===== src/rtl/syn_current_pkg.sv =====
// Shared definitions for the synaptic current block: default sizing,
// FSM state encoding and saturation limits.
package syn_pkg;

    localparam int N_SYN_DEF        = 4;
    localparam int DECAY_SHIFT_DEF  = 3;
    localparam int DECAY_PERIOD_DEF = 8;

    localparam logic signed [7:0] SAT_MAX = 8'sh7F;
    localparam logic signed [7:0] SAT_MIN = 8'sh80;

    typedef enum logic [1:0] {
        IDLE,
        SCAN,
        DECAY
    } state_t;

endpackage


===== src/rtl/syn_current_if.sv =====
// Spike, weight-write and current-output bundle of the synaptic current block.
interface syn_current_if
    import syn_pkg::*;
#(
    parameter int N_SYN = N_SYN_DEF
);
    localparam int AW = (N_SYN > 1) ? $clog2(N_SYN) : 1;

    logic [N_SYN-1:0]   spike_in;
    logic               wt_we;
    logic [AW-1:0]      wt_addr;
    logic signed [7:0]  wt_data;
    logic signed [7:0]  I_syn;
    logic               busy;

    modport master (
        output spike_in, wt_we, wt_addr, wt_data,
        input  I_syn, busy
    );

    modport slave (
        input  spike_in, wt_we, wt_addr, wt_data,
        output I_syn, busy
    );

endinterface


===== src/rtl/syn_current_sat_add8.sv =====
// Combinational 8-bit signed adder clamped to [SAT_MIN, SAT_MAX].
module sat_add8
    import syn_pkg::*;
(
    input  logic signed [7:0] a,
    input  logic signed [7:0] b,
    output logic signed [7:0] y
);

    logic signed [8:0] sum;

    always_comb begin
        sum = {a[7], a} + {b[7], b};
        // Overflow shows as the two top bits of the 9-bit sum disagreeing
        if (sum[8] != sum[7]) begin
            y = sum[8] ? SAT_MIN : SAT_MAX;
        end else begin
            y = sum[7:0];
        end
    end

endmodule


===== src/rtl/syn_current.sv =====
// Synaptic current accumulator: scans pending spikes through a weight file
// into a saturating accumulator, with a periodic multiplicative decay.
module syn_current
    import syn_pkg::*;
#(
    parameter int N_SYN        = N_SYN_DEF,
    parameter int DECAY_SHIFT  = DECAY_SHIFT_DEF,
    parameter int DECAY_PERIOD = DECAY_PERIOD_DEF
) (
    input  logic          clk,
    input  logic          rst_n,
    syn_current_if.slave  bus
);

    localparam int AW = (N_SYN > 1) ? $clog2(N_SYN) : 1;
    localparam int CW = $clog2(DECAY_PERIOD);
    localparam logic [AW-1:0] LAST_IDX  = AW'(N_SYN - 1);
    localparam logic [CW-1:0] LAST_TICK = CW'(DECAY_PERIOD - 1);

    state_t            state;
    logic [AW-1:0]     idx;
    logic [N_SYN-1:0]  pending;
    logic [N_SYN-1:0]  clr;
    logic [CW-1:0]     tick_cnt;
    logic              decay_req;
    logic              busy_q;
    logic signed [7:0] acc;
    logic signed [7:0] w [N_SYN];
    logic signed [7:0] scan_sum;

    sat_add8 u_sat_add8 (
        .a (acc),
        .b (w[idx]),
        .y (scan_sum)
    );

    always_comb begin
        clr = '0;
        if (state == SCAN) begin
            clr[idx] = pending[idx];
        end
    end

    // rst_n is active-high in this codebase despite its name
    always_ff @(posedge clk or posedge rst_n) begin
        if (rst_n) begin
            state     <= IDLE;
            idx       <= '0;
            pending   <= '0;
            tick_cnt  <= '0;
            decay_req <= 1'b0;
            busy_q    <= 1'b0;
            acc       <= '0;
            for (int unsigned i = 0; i < N_SYN; i++) begin
                w[i] <= '0;
            end
        end else begin
            pending <= (pending & ~clr) | bus.spike_in;

            if (bus.wt_we && (bus.wt_addr <= LAST_IDX)) begin
                w[bus.wt_addr] <= bus.wt_data;
            end

            tick_cnt <= (tick_cnt == LAST_TICK) ? '0 : tick_cnt + 1'b1;

            // A wrap during the DECAY edge is dropped along with the clear
            if (state == DECAY) begin
                decay_req <= 1'b0;
            end else if (tick_cnt == LAST_TICK) begin
                decay_req <= 1'b1;
            end

            case (state)
                IDLE: begin
                    if (decay_req) begin
                        state  <= DECAY;
                        busy_q <= 1'b1;
                    end else if (|pending) begin
                        state  <= SCAN;
                        idx    <= '0;
                        busy_q <= 1'b1;
                    end
                end
                SCAN: begin
                    if (pending[idx]) begin
                        acc <= scan_sum;
                    end
                    if (idx == LAST_IDX) begin
                        state  <= IDLE;
                        busy_q <= 1'b0;
                    end else begin
                        idx <= idx + 1'b1;
                    end
                end
                DECAY: begin
                    acc    <= acc - (acc >>> DECAY_SHIFT);
                    state  <= IDLE;
                    busy_q <= 1'b0;
                end
                default: begin
                    state  <= IDLE;
                    busy_q <= 1'b0;
                end
            endcase
        end
    end

    assign bus.I_syn = acc;
    assign bus.busy  = busy_q;

endmodule


===== src/flat_wrapper.sv =====
// flat-port wrapper written by rule: the top's interface ports become plain ports
module syn_current_flat import syn_pkg::*;
#(
    parameter int N_SYN        = N_SYN_DEF,
    parameter int DECAY_SHIFT  = DECAY_SHIFT_DEF,
    parameter int DECAY_PERIOD = DECAY_PERIOD_DEF
)
  (clk, rst_n, bus_spike_in, bus_wt_we, bus_wt_addr, bus_wt_data, bus_I_syn, bus_busy);
  syn_current_if #(.N_SYN(N_SYN)) bus_i ();
  input  logic clk;
  input  logic rst_n;
  input wire logic [$bits(bus_i.spike_in)-1:0] bus_spike_in;
  input wire logic [$bits(bus_i.wt_we)-1:0] bus_wt_we;
  input wire logic [$bits(bus_i.wt_addr)-1:0] bus_wt_addr;
  input wire logic [$bits(bus_i.wt_data)-1:0] bus_wt_data;
  output wire logic [$bits(bus_i.I_syn)-1:0] bus_I_syn;
  output wire logic [$bits(bus_i.busy)-1:0] bus_busy;
  assign bus_i.spike_in = bus_spike_in;
  assign bus_i.wt_we = bus_wt_we;
  assign bus_i.wt_addr = bus_wt_addr;
  assign bus_i.wt_data = bus_wt_data;
  assign bus_I_syn = bus_i.I_syn;
  assign bus_busy = bus_i.busy;
  syn_current #(.N_SYN(N_SYN), .DECAY_SHIFT(DECAY_SHIFT), .DECAY_PERIOD(DECAY_PERIOD)) u_core (.clk(clk), .rst_n(rst_n), .bus(bus_i));
endmodule

===== config.mk =====
export PLATFORM = sky130hd
export DESIGN_NAME = syn_current_flat
export DESIGN_NICKNAME = d
export VERILOG_FILES = /design/src/rtl/syn_current_pkg.sv /design/src/rtl/syn_current_if.sv /design/src/rtl/syn_current_sat_add8.sv /design/src/rtl/syn_current.sv /design/src/flat_wrapper.sv
export SDC_FILE = /design/constraint.sdc
export NUM_CORES = 1
export LEC_CHECK = 0
export BUFFER_PORTS_ARGS = -buffer_cell sky130_fd_sc_hd__buf_2
export CORE_MARGIN = 5
export CORE_UTILIZATION = 50
export DETAILED_ROUTE_END_ITERATION = 10
export GPL_ROUTABILITY_DRIVEN = 0
export GPL_TIMING_DRIVEN = 0
export PLACE_DENSITY = 0.64
export SLEW_MARGIN = 15
export SYNTH_ARGS = -nofsm -noshare
export SYNTH_HDL_FRONTEND = slang
export SYNTH_HIERARCHICAL = 1
export SYNTH_SLANG_ARGS = --single-unit

===== constraint.sdc =====
create_clock -name clk -period 4.95 [get_ports clk]
set_clock_uncertainty 0.1 [all_clocks]
set_input_delay 0.2475 -clock clk [delete_from_list [all_inputs] [get_ports clk]]
set_output_delay 0.2475 -clock clk [all_outputs]
set_load 0.02 [all_outputs]

==> results of run 1 <==
[worst max-delay path by stage]
stage	startpoint	endpoint	slack [ns]	cells after the start
finish	u_core/idx[0]	u_core/bus.I_syn[5]	1.49	10
detailed placement	u_core/idx[0]	u_core/bus.I_syn[5]	1.55	10
global placement	u_core/idx[0]	u_core/bus.I_syn[5]	1.55	10
floorplan	u_core/idx[0]	u_core/bus.I_syn[3]	1.91	9
CTS	u_core/idx[0]	u_core/bus.I_syn[5]	1.52	10
global route	u_core/idx[0]	u_core/bus.I_syn[6]	1.38	11
[cells in the mapped netlist, drive strengths merged, types with 2 or more instances]
cell,count
dfrtp,53
nor2,20
nand2,24
o2111ai,2
a2111oi,2
a21boi,2
nand3,3
nand3b,3
o211ai,3
o21ai,6
clkbuf,3
mux4,9
nor2b,7
fa,2
nor3b,2
ha,21
o22ai,6
a221o,2
nor3,2
nand2b,6
and2,3
a21oi,24
mux2,33
a311oi,2
a21o,11
mux2i,3
xor2,3
o221ai,3
buf,7
nor4,2
inv,18
a211o,2
[stage by stage]
stage                     utilization, %  instance area, sq um  hold slack, ns
after floorplan                        -                  3350           0.240
after global placement              55.6                  3570           0.323
after detailed placement            55.9                  3590           0.279
after CTS                           57.6                  3700         0.00433
after global routing                57.6                  3700         0.00448
final                               57.6                  3700          0.0135
[state kept, by name (all words and copies together), names as in the netlist]
signal / count
u_core/decay_req: 1
u_core/bus.I_syn: 8
u_core/pending: 4
u_core/bus.busy: 1
u_core/state: 2
u_core/w: 32
u_core/idx: 2
u_core/tick_cnt: 3
[worst reg2reg max path, stage by stage (launching register included)]
cell	delay, ns
dfrtp_1	0.40
buf_6	0.19
mux4_1	0.61
ha_1	0.39
nand3_1	0.17
a21oi_1	0.28
mux2_2	0.37
o311ai_0	0.36
o211ai_1	0.19
a21oi_1	0.20
o31ai_1	0.09
[layout make-up]
cell class              count  area share, %
multi-input cells         225           51.2
flip-flops and latches     53           35.8
repair buffers             27           4.19
well taps                  77           2.60
clock buffers               6           2.23
inverters                  18           1.82
plain buffers              10           1.62
clock inverters             2          0.473
[logic make-up (layout without fill, tap and decap cells)]
| logic type | after synthesis | count (layout) |
|---|---|---|
| mux | 45 | 45 |
| buf+inv | 28 | 63 |
| compound gates | 74 | 74 |
| flops | 53 | 53 |
| simple gates | 78 | 78 |
| xor+xnor | 4 | 4 |
| fa+ha+maj | 24 | 24 |
[layer usage]
metal | part of all wire, % | track usage, %
met1 | 49 | 24.3
met2 | 46 | 27.5
met3 | 3.4 | 2.70
met4 | 1.3 | 4.58
met5 | 0 | 0
[timing repair]
action                                 CTS  global route
endpoints found under the hold margin   28             0
hold buffers                             1             0
setup buffers                            0             0
==> results.yml, run 1 <==
synthesis:
  synth_edf_count: 0
  ys_warn_count: 6
  syn_inst: 306
  ys_ff_latch: 53
  seq_area_frac_synth_pct: 39.6
  synth.area.mux_share_pct: 18.9
  synthFlopType: "dfrtp_1"
  yosysTopAreaCell: "dfrtp_1"
  ys_async_sr_fraction_pct: 100
  synth_top_family_by_area: "multiplexers"
  syn_area_sq_um: 3350
  synth_cell_types: 60
  synth_xor_area_share_pct: 1.05
  yosysTopAreaCellShare_pct: 39.6
  syn_area_per_cell_sq_um: 11.0
  synthTopCellsByArea: "dfrtp_1 (40%), mux2_2 (11%), ha_1 (7.8%)"
  yosys.area_share.simple_pct: 11.9
  syn-num-nets: 346
  synthAdderAreaFrac_pct: 9.34
  synth-compound-area-share_pct: 15.4
sta:
  fmaxAchievable_mhz: 289
  final.min_clock_period_ns: 3.46
  period_share_pct: 69.9
  fin_tns_setup_ns: 0
  rsz0062_at_grt: "no"
  tightest_slew_ns: 0.756
  maxSlewViolCount: 0
  hold_viol_final: 0
  fin_ws_ns: 1.49
  slew-limit-headroom_pct: 49.4
  setup_viol: 0
floorplan:
  die_area_sq_um: 8440
  chipHeight_microns: 91.9
  core_sq_um: 6420
  die_x_microns: 91.9
  fp-row-count: 29
  io_pins: 26
  start_util_pct: 52.2
layout:
  multi_input_area_sq_um: 1900
  instances_no_fill: 418
  insertedDiodeCount: 0
  area_growth_pct: 10.5
  final_common_cell: "dfrtp_1"
  final_cell_mix: "dfrtp_1 (53), mux2_2 (33), buf_2 (28)"
  regArea_sq_um: 1330
  drive_gt1_share_pct: 24.6
  nFillCells: 559
  final_net_count: 380
critical_path:
  worstReg2RegEnd: "u_core/bus.I_syn[5]"
  cpLargestDelayFamily: "compound AO/OA/AOI/OAI gates"
  crit_top_cell: "a21oi_1"
  crit_path_max_fanout: 10
  timing.critical_path.slowest_stage_cell: "mux4_1"
  reg2reg_depth: 10
  criticalPathCategory: "reg2reg"
  crit_path_end_kind: "flip-flop"
  rrSetupSlack_ns: 1.49
  critPathBufInv: 1
  critPathMaxStageDelay_ns: 0.60
  required_ns: 5.03
  crit_chain: "buf_6 > mux4_1 > ha_1 > nand3_1 > a21oi_1 > mux2_2 > o311ai_0 > o211ai_1 > a21oi_1 > o31ai_1"
  arrival_ns: 3.54
  startpoint_type: "flip-flop"
  reg2reg_from: "u_core/idx[0]"
place:
  port_buffers: 25
  dp_cells: 409
  preCtsSetupSlack_ns: 1.55
  hpwl_mm: 5.28
status:
  status: "finished, final reports clean"
cts:
  tritoncts: "yes"
  cts_made_buffers: 5
  cts_resized: 0
  clkTransAtPathRegs_ns: 0.10
  cts-root-buf: "clkbuf_8"
  cts_buffer_depth: 2
  cts_sinks: 53
  h-tree-depth: 2
  worst_skew_pair.late_latency_ns: 0.31
grt:
  grt_pass1_vias: 2420
  antenna_found_initial: 0
  grt_max_degree: 30
  grt_overflow: 0
  gr-usage-all-layers_pct: 17.1
  grt_pass1_wl_mm: 11.8
hold_path:
  hold_class: "in2reg"
  min_from: "bus_spike_in[3]"
  holdPathStages: 2
  min_to: "u_core/pending[3]"
routing:
  final_antenna_net_count: 0
  routed-via-count: 2477
  route.detailed.drc: 0
  drt-initial-drc-count: 70
  wl_mm: 6.98
  avgRoutedWirePerCell_microns: 16.7
  drt_first_pass_iters: 4
  drt-vias-per-instance: 5.93
job:
  maxCapViolCount: 0
Power of run 1 is left out: the tool's default activity adds up to more than one toggle a clock period on the data nets, which glitch-free logic cannot reach.
==> run 2: changes to the inputs <==
ABC_AREA = 1   (was default)
clock period = 3.4 ns   (was 4.95 ns; I/O delays follow)
==> run 2 against run 1 <==
  * Core utilization increased by 0.12 points
  * Critical path depth increased by 11
  * First-iteration DRC count increased by 110%
  * Synthesized cell count increased by 44%
  * Worst hold slack improved by 0.038 ns
  * Critical path type unchanged
  * Largest cell class unchanged
==> results.yml, run 2 <==
status:
  status: "finished, final reports clean"
grt:
  grt_pass1_wl_mm: 12.4
  antenna_found_initial: 0
  gr-usage-all-layers_pct: 18.4
  grt_overflow: 0
  grt_pass1_vias: 2677
  grt_max_degree: 29
synthesis:
  seq_area_frac_synth_pct: 39.9
  synth_edf_count: 0
  syn_area_per_cell_sq_um: 7.52
  yosysTopAreaCell: "dfrtp_1"
  synth_common_cells: "nand2_1 (134), inv_1 (55), dfrtp_1 (53), o21ai_0 (53), nor2_1 (30)"
  synth_cell_types: 32
  ys_async_sr_fraction_pct: 100
  syn_inst: 442
  ys_ff_latch: 53
  synthFlopType: "dfrtp_1"
  synthTopCellsByArea: "dfrtp_1 (40%), nand2_1 (15%), o21ai_0 (8.0%)"
  synth_most_common_cell: "nand2_1"
  ys_warn_count: 6
  yosysTopAreaCellShare_pct: 39.9
  syn-num-nets: 482
  syn_area_sq_um: 3320
place:
  dp_cells: 545
  port_buffers: 25
  hpwl_mm: 5.55
power:
  power.leakage_nw: 2.04
  combPwrFrac_pct: 67.3
  p_clk_share_pct: 9.4
  ir_drop_mv: 0.367
  power.internal_mw: 1.97
  seqPwrFrac_pct: 23.3
  p_sw_mw: 2.11
  swShare_pct: 51.6
  p_per_area_nw_per_um2: 1100
critical_path:
  cpLargestDelayFamily: "simple AND/OR/NAND/NOR gates"
  crit_path_end_kind: "flip-flop"
  reg2reg_from: "u_core/idx[1]"
  rrSetupSlack_ns: 0.32
  crit_chain: "inv_1 > clkbuf_4 > o21ai_0 > o22ai_2 > ha_1 > inv_1 > fa_1 > inv_1 > nand2_1 > nand2_1 > nand3_2 > nand2_1 > nand2_2 > nand2_4 > inv_2 > nand2_4 > nand2_1 > nand2_1 > o21ai_0 > nand2_1 > o21ai_0"
  worstReg2RegEnd: "u_core/bus.I_syn[0]"
  crit_path_max_fanout: 12
  timing.critical_path.slowest_stage_cell: "dfrtp_1"
  critPathBufInv: 5
  criticalPathCategory: "reg2reg"
  arrival_ns: 3.19
  crit_top_cell: "nand2_1"
  startpoint_type: "flip-flop"
  reg2reg_depth: 21
  critPathMaxStageDelay_ns: 0.55
  required_ns: 3.50
hold_path:
  hold_class: "in2reg"
  holdPathStages: 3
  min_to: "u_core/w[0]"
  min_from: "bus_wt_data[0]"
layout:
  top_register: "u_core/w"
  nFillCells: 623
  final_util_pct: 57.8
  instances_no_fill: 556
  final_common_cell: "nand2_1"
  area_growth_pct: 11.6
  final_net_count: 518
  insertedDiodeCount: 0
  largest_reg_flops: 32
  final_cell_mix: "nand2_1 (134), inv_1 (54), o21ai_0 (53), dfrtp_1 (53), nor2_1 (30)"
  drive_gt1_share_pct: 15.0
sta:
  maxSlewViolCount: 0
  setup_viol: 0
  final.min_clock_period_ns: 3.08
  hold_viol_final: 0
  slew-limit-headroom_pct: 59.2
  fin_tns_setup_ns: 0
  rsz0062_at_grt: "no"
  fmaxAchievable_mhz: 324
  tightest_slew_ns: 0.611
  period_share_pct: 90.7
floorplan:
  die_x_microns: 91.5
  fp-row-count: 29
  core_sq_um: 6420
  die_area_sq_um: 8380
  chipHeight_microns: 91.5
  io_pins: 26
  start_util_pct: 51.7
cts:
  cts_sinks: 53
  worst_skew_pair.late_latency_ns: 0.32
  clkTransAtPathRegs_ns: 0.11
  cts_buffer_depth: 2
  h-tree-depth: 2
  cts-root-buf: "clkbuf_8"
  tritoncts: "yes"
  cts_made_buffers: 5
job:
  maxCapViolCount: 0
routing:
  drt_first_pass_iters: 5
  routed-via-count: 2816
  drt-initial-drc-count: 146
  wl_mm: 7.55
  avgRoutedWirePerCell_microns: 13.6
  drt-vias-per-instance: 5.06
  route.detailed.drc: 0
  final_antenna_net_count: 0
-- run 2: area by class of cell --
class	count	area, sq um	area share (%)
Tap cell	77	96.3	2.60
Sequential cell	53	1330	35.8
Inverter	64	241	6.51
Buffer	8	46.3	1.25
Multi-Input combinational cell	315	1710	46.1
Timing Repair Buffer	31	195	5.26
Clock inverter	3	25.0	0.675
Clock buffer	5	68.8	1.85
-- run 2: stage by stage --
stage               total power [mW]  setup WS [ns]  hold slack, ns  cell area (sq um)
floorplan                       3.11          0.642           0.168               3320
global placement                3.65          0.195           0.255               3540
detailed placement              3.70          0.136           0.180               3560
CTS                             4.10          0.128          0.0462               3710
global route                    4.52         0.0198          0.0809               3710
finish                          4.08          0.317          0.0513               3710
-- run 2: worst reg2reg max path: stages (launching register included) --
cell and delay (ns):
dfrtp_1 0.55, inv_1 0.14, clkbuf_4 0.23, o21ai_0 0.12, o22ai_2 0.19, ha_1 0.21
inv_1 0.06, fa_1 0.40, inv_1 0.07, nand2_1 0.04, nand2_1 0.11, nand3_2 0.08
nand2_1 0.08, nand2_2 0.06, nand2_4 0.08, inv_2 0.05, nand2_4 0.08, nand2_1 0.06
nand2_1 0.05, o21ai_0 0.07, nand2_1 0.07, o21ai_0 0.07
-- run 2: worst max path at each step --
stage          depth (start not counted)          start                  end  slack [ns]
2_1_floorplan                         23  u_core/idx[0]  u_core/bus.I_syn[1]        0.64
3_3_place_gp                          23  u_core/idx[0]  u_core/bus.I_syn[1]        0.19
3_5_place_dp                          23  u_core/idx[0]  u_core/bus.I_syn[0]        0.14
4_1_cts                               23  u_core/idx[0]  u_core/bus.I_syn[0]        0.13
5_1_grt                               22  u_core/idx[0]  u_core/bus.I_syn[0]        0.02
6_report                              21  u_core/idx[1]  u_core/bus.I_syn[0]        0.32
-- run 2: power by group through the flow --
stage          Clock (mW)  Combinational [mW]  Sequential (mW)
3_5_place_dp            0                2.74            0.958
6_report            0.384                2.75            0.950
5_1_grt             0.411                3.14            0.973
3_3_place_gp            0                2.70            0.955
2_1_floorplan           0                2.13            0.977
4_1_cts             0.393                2.76            0.944
-- run 2: kinds of logic (layout without fill, tap and decap cells) --
| logic type | after synthesis | count (layout) | synth area share, % |
|---|---|---|---|
| xor gates and xnor gates | 3 | 3 | 0.791 |
| DFF | 53 | 53 | 39.9 |
| adders and majority gates | 23 | 23 | 9.11 |
| and+or+nand+nor | 220 | 220 | 30.3 |
| buffers and inverters | 74 | 111 | 8.81 |
| AOI/OAI and AO/OA | 69 | 69 | 11.1 |
-- run 2: per-layer routing --
layer | global-route usage, % | wire length, microns | vias to the layer above
met5 | 0 | 0 | -
met4 | 6.03 | 71 | 0
met3 | 3.22 | 337 | 8
met2 | 29.8 | 3540 | 56
met1 | 24.9 | 3600 | 1279
li1 | - | - | 1473
-- run 2: repair_timing --
action                                  in CTS  in global routing
endpoints found under the hold margin       31                  0
endpoints found under the setup margin       0                  7
hold buffers                                 5                  0
gates resized for setup                      0                  5
buffers inserted                             0                  0
No activity file was read; power rests on OpenSTA's default activity.
